<file path="config.mk">
export PLATFORM = sky130hd
export DESIGN_NAME = dual_issue_scheduler
export DESIGN_NICKNAME = d
export VERILOG_FILES = /design/src/rtl/dual_issue_scheduler_pkg.sv /design/src/rtl/dual_issue_scheduler_inst_classifier.sv /design/src/rtl/dual_issue_scheduler.sv
export SDC_FILE = /design/constraint.sdc
export NUM_CORES = 1
export LEC_CHECK = 0
export CORE_UTILIZATION = 51
export CTS_CLUSTER_SIZE = 25
export DETAILED_ROUTE_END_ITERATION = 6
export GPL_TIMING_DRIVEN = 0
export MAX_ROUTING_LAYER = met4
export PLACE_DENSITY = 0.82
export SLEW_MARGIN = 20
export SYNTH_ARGS = -nofsm -noshare
export SYNTH_HDL_FRONTEND = slang
export SYNTH_SLANG_ARGS = --single-unit
</file>
<file path="constraint.sdc">
create_clock -name clk -period 3.4 [get_ports clk]
set_input_delay 0.68 -clock clk [delete_from_list [all_inputs] [get_ports clk]]
set_output_delay 0.68 -clock clk [all_outputs]
set_load 0.02 [all_outputs]
</file>
<file path="src/rtl/dual_issue_scheduler_pkg.sv">
// Shared definitions for the dual-issue scheduler: opcodes, instruction classes,
// pipe selection and scheduler state.
package dual_issue_scheduler_pkg;

    localparam logic [6:0] OP_ALU_R  = 7'b0110011;
    localparam logic [6:0] OP_ALU_I  = 7'b0010011;
    localparam logic [6:0] OP_BRANCH = 7'b1100011;
    localparam logic [6:0] OP_JAL    = 7'b1101111;
    localparam logic [6:0] OP_LOAD   = 7'b0000011;
    localparam logic [6:0] OP_STORE  = 7'b0100011;

    typedef enum logic [1:0] {
        CLS_ALU,
        CLS_CTL,
        CLS_MEM,
        CLS_ILL
    } inst_class_e;

    typedef enum logic [1:0] {
        PIPE_NONE,
        PIPE_A,
        PIPE_B
    } pipe_sel_e;

    typedef enum logic {
        ST_EMPTY,
        ST_HOLD
    } sched_state_e;

    // Pipe an instruction takes when issuing on its own; a lone ALU op goes to A.
    function automatic pipe_sel_e home_pipe(input inst_class_e cls);
        case (cls)
            CLS_ALU: return PIPE_A;
            CLS_CTL: return PIPE_A;
            CLS_MEM: return PIPE_B;
            default: return PIPE_NONE;
        endcase
    endfunction

endpackage

</file>
<file path="src/rtl/dual_issue_scheduler_inst_classifier.sv">
// Combinational decode of one candidate: class, register fields and the
// read/write enables used for hazard checks (x0 never counts).
module inst_classifier
    import dual_issue_scheduler_pkg::*;
#(
    parameter int unsigned INST_W = 32
) (
    input  logic [INST_W-1:0] inst,
    output inst_class_e       cls,
    output logic              rs1_en,
    output logic              rs2_en,
    output logic              rd_en,
    output logic              is_load,
    output logic [4:0]        rs1,
    output logic [4:0]        rs2,
    output logic [4:0]        rd
);

    logic [6:0] opcode;
    logic       rs1_used;
    logic       rs2_used;
    logic       rd_used;
    logic       unused_bits;

    assign opcode      = inst[6:0];
    assign rd          = inst[11:7];
    assign rs1         = inst[19:15];
    assign rs2         = inst[24:20];
    assign unused_bits = ^{inst[INST_W-1:25], inst[14:12]};

    always_comb begin
        cls      = CLS_ILL;
        rs1_used = 1'b0;
        rs2_used = 1'b0;
        rd_used  = 1'b0;
        is_load  = 1'b0;
        case (opcode)
            OP_ALU_R: begin
                cls      = CLS_ALU;
                rs1_used = 1'b1;
                rs2_used = 1'b1;
                rd_used  = 1'b1;
            end
            OP_ALU_I: begin
                cls      = CLS_ALU;
                rs1_used = 1'b1;
                rd_used  = 1'b1;
            end
            OP_BRANCH: begin
                cls      = CLS_CTL;
                rs1_used = 1'b1;
                rs2_used = 1'b1;
            end
            OP_JAL: begin
                cls     = CLS_CTL;
                rd_used = 1'b1;
            end
            OP_LOAD: begin
                cls      = CLS_MEM;
                rs1_used = 1'b1;
                rd_used  = 1'b1;
                is_load  = 1'b1;
            end
            OP_STORE: begin
                cls      = CLS_MEM;
                rs1_used = 1'b1;
                rs2_used = 1'b1;
            end
            default: ;
        endcase
    end

    assign rs1_en = rs1_used && (rs1 != '0);
    assign rs2_en = rs2_used && (rs2 != '0);
    assign rd_en  = rd_used && (rd != '0);

endmodule

</file>
<file path="src/rtl/dual_issue_scheduler.sv">
// In-order dual-issue scheduler: pairs fetched instructions onto pipes A/B,
// splits hazardous pairs through a one-entry hold buffer, and inserts load-use bubbles.
module dual_issue_scheduler
    import dual_issue_scheduler_pkg::*;
#(
    parameter int unsigned INST_W = 32
) (
    input  logic              clk,
    input  logic              rst,
    input  logic              fetch_valid,
    input  logic [INST_W-1:0] fetch_inst0,
    input  logic [INST_W-1:0] fetch_inst1,
    output logic              fetch_ready,
    input  logic              stall,
    input  logic              flush,
    output logic              issue_a_valid,
    output logic [INST_W-1:0] issue_a_inst,
    output logic              issue_b_valid,
    output logic [INST_W-1:0] issue_b_inst,
    output logic              held_valid
);

    sched_state_e      state_q;
    logic [INST_W-1:0] hold_q;
    logic [4:0]        ld_rd_q;

    logic              c0_valid;
    logic              c1_valid;
    logic [INST_W-1:0] c0_inst;
    logic [INST_W-1:0] c1_inst;

    inst_class_e c0_cls, c1_cls;
    logic        c0_rs1_en, c0_rs2_en, c0_rd_en, c0_is_load;
    logic        c1_rs1_en, c1_rs2_en, c1_rd_en, c1_is_load;
    logic [4:0]  c0_rs1, c0_rs2, c0_rd;
    logic [4:0]  c1_rs1, c1_rs2, c1_rd;

    logic c0_live, c1_live;
    logic c0_reads_ld, c1_reads_ld;
    logic raw, waw, pipe_conflict, can_pair;
    logic block, park;
    pipe_sel_e sel0, sel1;

    logic              nxt_a_valid, nxt_b_valid;
    logic [INST_W-1:0] nxt_a_inst, nxt_b_inst;
    logic [4:0]        nxt_ld_rd;
    sched_state_e      nxt_state;
    logic [INST_W-1:0] nxt_hold;

    assign held_valid = (state_q == ST_HOLD);
    assign c0_valid   = held_valid || fetch_valid;
    assign c1_valid   = !held_valid && fetch_valid;
    assign c0_inst    = held_valid ? hold_q : fetch_inst0;
    assign c1_inst    = fetch_inst1;

    inst_classifier #(.INST_W(INST_W)) u_class0 (
        .inst(c0_inst), .cls(c0_cls), .rs1_en(c0_rs1_en), .rs2_en(c0_rs2_en),
        .rd_en(c0_rd_en), .is_load(c0_is_load), .rs1(c0_rs1), .rs2(c0_rs2), .rd(c0_rd)
    );

    inst_classifier #(.INST_W(INST_W)) u_class1 (
        .inst(c1_inst), .cls(c1_cls), .rs1_en(c1_rs1_en), .rs2_en(c1_rs2_en),
        .rd_en(c1_rd_en), .is_load(c1_is_load), .rs1(c1_rs1), .rs2(c1_rs2), .rd(c1_rd)
    );

    assign c0_live = c0_valid && (c0_cls != CLS_ILL);
    assign c1_live = c1_valid && (c1_cls != CLS_ILL);

    assign c0_reads_ld = (ld_rd_q != '0) &&
                         ((c0_rs1_en && c0_rs1 == ld_rd_q) || (c0_rs2_en && c0_rs2 == ld_rd_q));
    assign c1_reads_ld = (ld_rd_q != '0) &&
                         ((c1_rs1_en && c1_rs1 == ld_rd_q) || (c1_rs2_en && c1_rs2 == ld_rd_q));

    assign raw           = c0_rd_en && ((c1_rs1_en && c1_rs1 == c0_rd) || (c1_rs2_en && c1_rs2 == c0_rd));
    assign waw           = c0_rd_en && c1_rd_en && (c0_rd == c1_rd);
    assign pipe_conflict = (c0_cls == c1_cls) && (c0_cls != CLS_ALU);
    assign can_pair      = !pipe_conflict && (c0_cls != CLS_CTL) && !raw && !waw && !c1_reads_ld;

    assign block       = c0_live && c0_reads_ld;
    assign fetch_ready = !held_valid && !stall && !flush && !block;

    always_comb begin
        sel0 = PIPE_NONE;
        sel1 = PIPE_NONE;
        park = 1'b0;
        if (!block) begin
            if (c0_live) begin
                sel0 = home_pipe(c0_cls);
            end
            if (c1_live) begin
                if (c0_live) begin
                    if (can_pair) begin
                        // ALU partner yields pipe A to a younger CTL op
                        if (c0_cls == CLS_ALU && c1_cls == CLS_CTL) begin
                            sel0 = PIPE_B;
                        end
                        sel1 = (sel0 == PIPE_A) ? PIPE_B : PIPE_A;
                    end else begin
                        park = 1'b1;
                    end
                end else if (c1_reads_ld) begin
                    park = 1'b1;
                end else begin
                    sel1 = home_pipe(c1_cls);
                end
            end
        end
    end

    always_comb begin
        nxt_a_valid = (sel0 == PIPE_A) || (sel1 == PIPE_A);
        nxt_b_valid = (sel0 == PIPE_B) || (sel1 == PIPE_B);
        nxt_a_inst  = (sel0 == PIPE_A) ? c0_inst : ((sel1 == PIPE_A) ? c1_inst : '0);
        nxt_b_inst  = (sel0 == PIPE_B) ? c0_inst : ((sel1 == PIPE_B) ? c1_inst : '0);

        nxt_ld_rd = '0;
        if (sel0 == PIPE_B && c0_is_load && c0_rd_en) begin
            nxt_ld_rd = c0_rd;
        end else if (sel1 == PIPE_B && c1_is_load && c1_rd_en) begin
            nxt_ld_rd = c1_rd;
        end

        nxt_state = state_q;
        nxt_hold  = hold_q;
        if (state_q == ST_HOLD) begin
            if (sel0 != PIPE_NONE) begin
                nxt_state = ST_EMPTY;
            end
        end else if (park) begin
            nxt_state = ST_HOLD;
            nxt_hold  = c1_inst;
        end
    end

    always_ff @(posedge clk) begin
        if (rst || flush) begin
            state_q       <= ST_EMPTY;
            hold_q        <= '0;
            ld_rd_q       <= '0;
            issue_a_valid <= 1'b0;
            issue_a_inst  <= '0;
            issue_b_valid <= 1'b0;
            issue_b_inst  <= '0;
        end else if (!stall) begin
            state_q       <= nxt_state;
            hold_q        <= nxt_hold;
            ld_rd_q       <= nxt_ld_rd;
            issue_a_valid <= nxt_a_valid;
            issue_a_inst  <= nxt_a_inst;
            issue_b_valid <= nxt_b_valid;
            issue_b_inst  <= nxt_b_inst;
        end
    end

endmodule

</file>
==> flow_summary.ini <==
[cells_and_area]
syn2layout_area_growth_pct = 35.5
stdcell_area_mm2 = 0.00815
drive_gt1_share_pct = 17.1
diodes = 0
seqCellArea_mm2 = 0.00208
final_util_pct = 71.0
final_nets = 904
fillers = 913
multiInputGateArea_mm2 = 0.00368

[timing]
fmax_mhz = 292
max_slew_margin_pct = 29.3
finalSetupViolCount = 1
hold_viol = 0
period_share_pct = 101
rsz0062_at_grt = true
slew_viol_final = 0
skew_ns = 0.00786
final.min_clock_period_ns = 3.43
worst_slew_pin_slew_ns = 1.05
worst_slack_ns = -0.0257

[yosys]
synth_top_area_cell = dfxtp_1
synth.net_count = 746
synth.mux.area_fraction_pct = 6.78
synthArstFlopShare_pct = 0
yosys.area_share.simple_pct = 22.7
yosysMostFrequentCell = dfxtp_1
ys.flop_type = dfxtp_1
synth_top_family_by_area = compound AO/OA/AOI/OAI gates
synth_top_cell_area_share_pct = 34.6
yosysWarnings = 0
synth_area_per_cell_um2 = 8.88
synth.area.top_cells = dfxtp_1 (35%), nor2b_1 (4.8%), a221oi_1 (4.2%)
synth_edf_count = 0
synthDistinctLibCells = 75
synth_common_cells = dfxtp_1 (104), nor2b_1 (46), a21oi_1 (44)
ys_seq_area_share_pct = 34.6
synth_cells = 677
synth_compound_area_share_pct = 24.1
synth_xor_area_share_pct = 4.95
synth-adder-area-share_pct = 0
synth_area_mm2 = 0.00601
ys_ff_latch = 104

[clock_tree]
clock-root-buffer = clkbuf_16
insertion_delay_ns = 0.37
cts_tree = done
cts.htree.levels = 3
clk_transition_reported_paths_ns = 0.07
clk_path_buf_depth = 2
cts.sinks = 104
cts_buffers = 9

[critical_path]
timing.rr.start = held_valid$_SDFFE_PP0N_
required_ns = 2.72
crit_path_start_kind = input port
critPathCaptureType = primary output
max_stage_delay_ns = 0.45
cp.arrival_ns = 2.75
critical_path_class = input port to primary output
crit_path_start = fetch_inst0[24]
worst_path_max_delay_cell = clkdlybuf4s50_1
critPathMaxFanout = 4
path_cells = clkdlybuf4s50_1 > mux2i_2 > xnor2_1 > nor2_1 > nand4_2 > a2111oi_4 > buf_6 > nor4_2 > buf_4

[floorplan]
row_count = 39
die_h_um = 111
core_mm2 = 0.0115
design.portCount = 137
fp.dieArea_mm2 = 0.0122
die_w_um = 111
start_util_pct = 52.4

[run_status]
violations = setup timing
status = finished with violations

[power_and_ir_drop]
switchingPower_mw = 0.801
power_density_mw_per_mm2 = 341
pwr-share-seq_pct = 45.0
switching_share_pct = 28.8
intPower_mw = 1.98
combPwrFrac_pct = 16.8
vdd_drop_max_mv = 0.532
p_leak_nw = 2.93
clock_power_share_pct = 38.3

[detailed_routing]
drcViolationCount = 0
drtIter0Drc = 597
viasPerCell = 6.51
wl_per_cell_um = 23.4
ant_nets = 0
dr_total_vias = 6397
wirelength_um = 23000
firstDrtPassIters = 7

[global_routing]
antenna_found_initial = 0
grt_pass1_wl_um = 34900
overflow = 0
grt_pass1_vias = 6316
grt_max_degree = 20
track_usage_pct = 38.0

[worst_hold_path]
worstHoldPathType = flop to flop
worstHoldStart = issue_b_valid$_SDFFE_PP0N_

[place]
pre_cts_slack_ns = -0.701
place.gp.congestion = 0.946
portBuffers = 129
dp_hpwl_um = 16200
dpl-instance-area_mm2 = 0.00748

[run]
max-cap-violations = 0
-- what timing repair did --
action	CTS	global route
cloned	0	1
setup buffers	8	10
endpoints found under the setup margin	74	91
resized for setup	33	35
pin swaps	6	9
hold buffers	0	0
-- critical path, delay by kind of cell --
| family | cells | cell delay [ns] |
|---|---|---|
| buffers and inverters | 3 | 0.80 |
| AO/OA/AOI/OAI | 1 | 0.42 |
| AND/OR/NAND/NOR | 3 | 0.38 |
| multiplexers | 1 | 0.36 |
| XOR/XNOR | 1 | 0.11 |
-- state kept, by name (all words and copies together) (netlist names) --
name / count
hold_q: 32
ld_rd_q: 5
issue_a_inst: 32
held_valid: 1
issue_b_inst: 32
issue_a_valid: 1
issue_b_valid: 1
-- power by group through the flow --
| stage | logic, mW | registers [mW] | clock network (mW) |
|---|---|---|---|
| finish | 0.466 | 1.25 | 1.06 |
| global route | 0.490 | 1.25 | 1.10 |
| CTS | 0.446 | 1.25 | 1.07 |
| detailed placement | 0.438 | 1.28 | 0 |
| global placement | 0.433 | 1.28 | 0 |
| floorplan | 0.210 | 1.30 | 0 |
-- cell type report --
type	count	share of cell area (%)
tap	143	2.20
multi-input combinational	492	45.2
timing repair buffer	148	17.9
clock inverter	6	0.737
sequential	104	25.6
inverter	19	0.875
clock buffer	10	2.93
buffer	61	4.59
-- path summary, 6_finish.rpt --
| check | endpoint | depth (start not counted) | slack, ns |
|---|---|---|---|
| setup / recovery | fetch_ready | 9 | -0.03 |
| hold / removal | issue_b_valid$_SDFFE_PP0N_ | 2 | 0.45 |
| setup reg to reg | ld_rd_q[3]$_SDFFE_PP0N_ | 12 | 0.10 |
| hold reg to reg | issue_b_valid$_SDFFE_PP0N_ | 2 | 0.45 |
-- metal layers --
layer	global-route usage (%)	part of all wire [%]	up-vias
met2	57.9	46	402
met1	46.4	41	3076
met4	20.9	4.8	0
met5	-	0	-
met3	8.84	8.7	88
li1	-	-	2831
-- cells in the final DEF (no fill, tap or decap), types with 8 or more instances in the layout --
master / netlist / final
mux2_2: 21 / 19
inv_1: 19 / 19
clkbuf_1: 35 / 29
xnor2_1: 27 / 26
nor3_1: 43 / 41
nand2_1: 17 / 17
clkbuf_16: 0 / 10
and2_1: 11 / 11
nor2_1: 25 / 25
o21ai_0: 31 / 31
a221oi_1: 29 / 27
a21oi_1: 44 / 43
a221o_1: 13 / 13
a221oi_2: 14 / 16
buf_4: 2 / 24
nor2b_1: 46 / 46
clkdlybuf4s50_1: 0 / 116
dfxtp_1: 104 / 103
buf_6: 9 / 9
nand2b_1: 9 / 8
nand3_1: 38 / 38
and3_1: 14 / 14
-- cells by family after synthesis --
kind of cell,Yosys count
xor+xnor,34
mux,35
buf+inv,81
simple gates,241
compound gates,182
flops,104
-- through the flow --
step,hold slack [ns],setup TNS [ns],std cells,power (mW)
floorplan,0.450,0,677,1.51
global placement,0.436,-47.75,949,1.71
detailed placement,0.443,-50.73,949,1.71
CTS,0.454,-0.0510,973,2.76
global route,0.482,-0.0739,983,2.84
finish,0.454,-0.0257,983,2.78
Note: power is estimated with default switching activity, not from simulation.
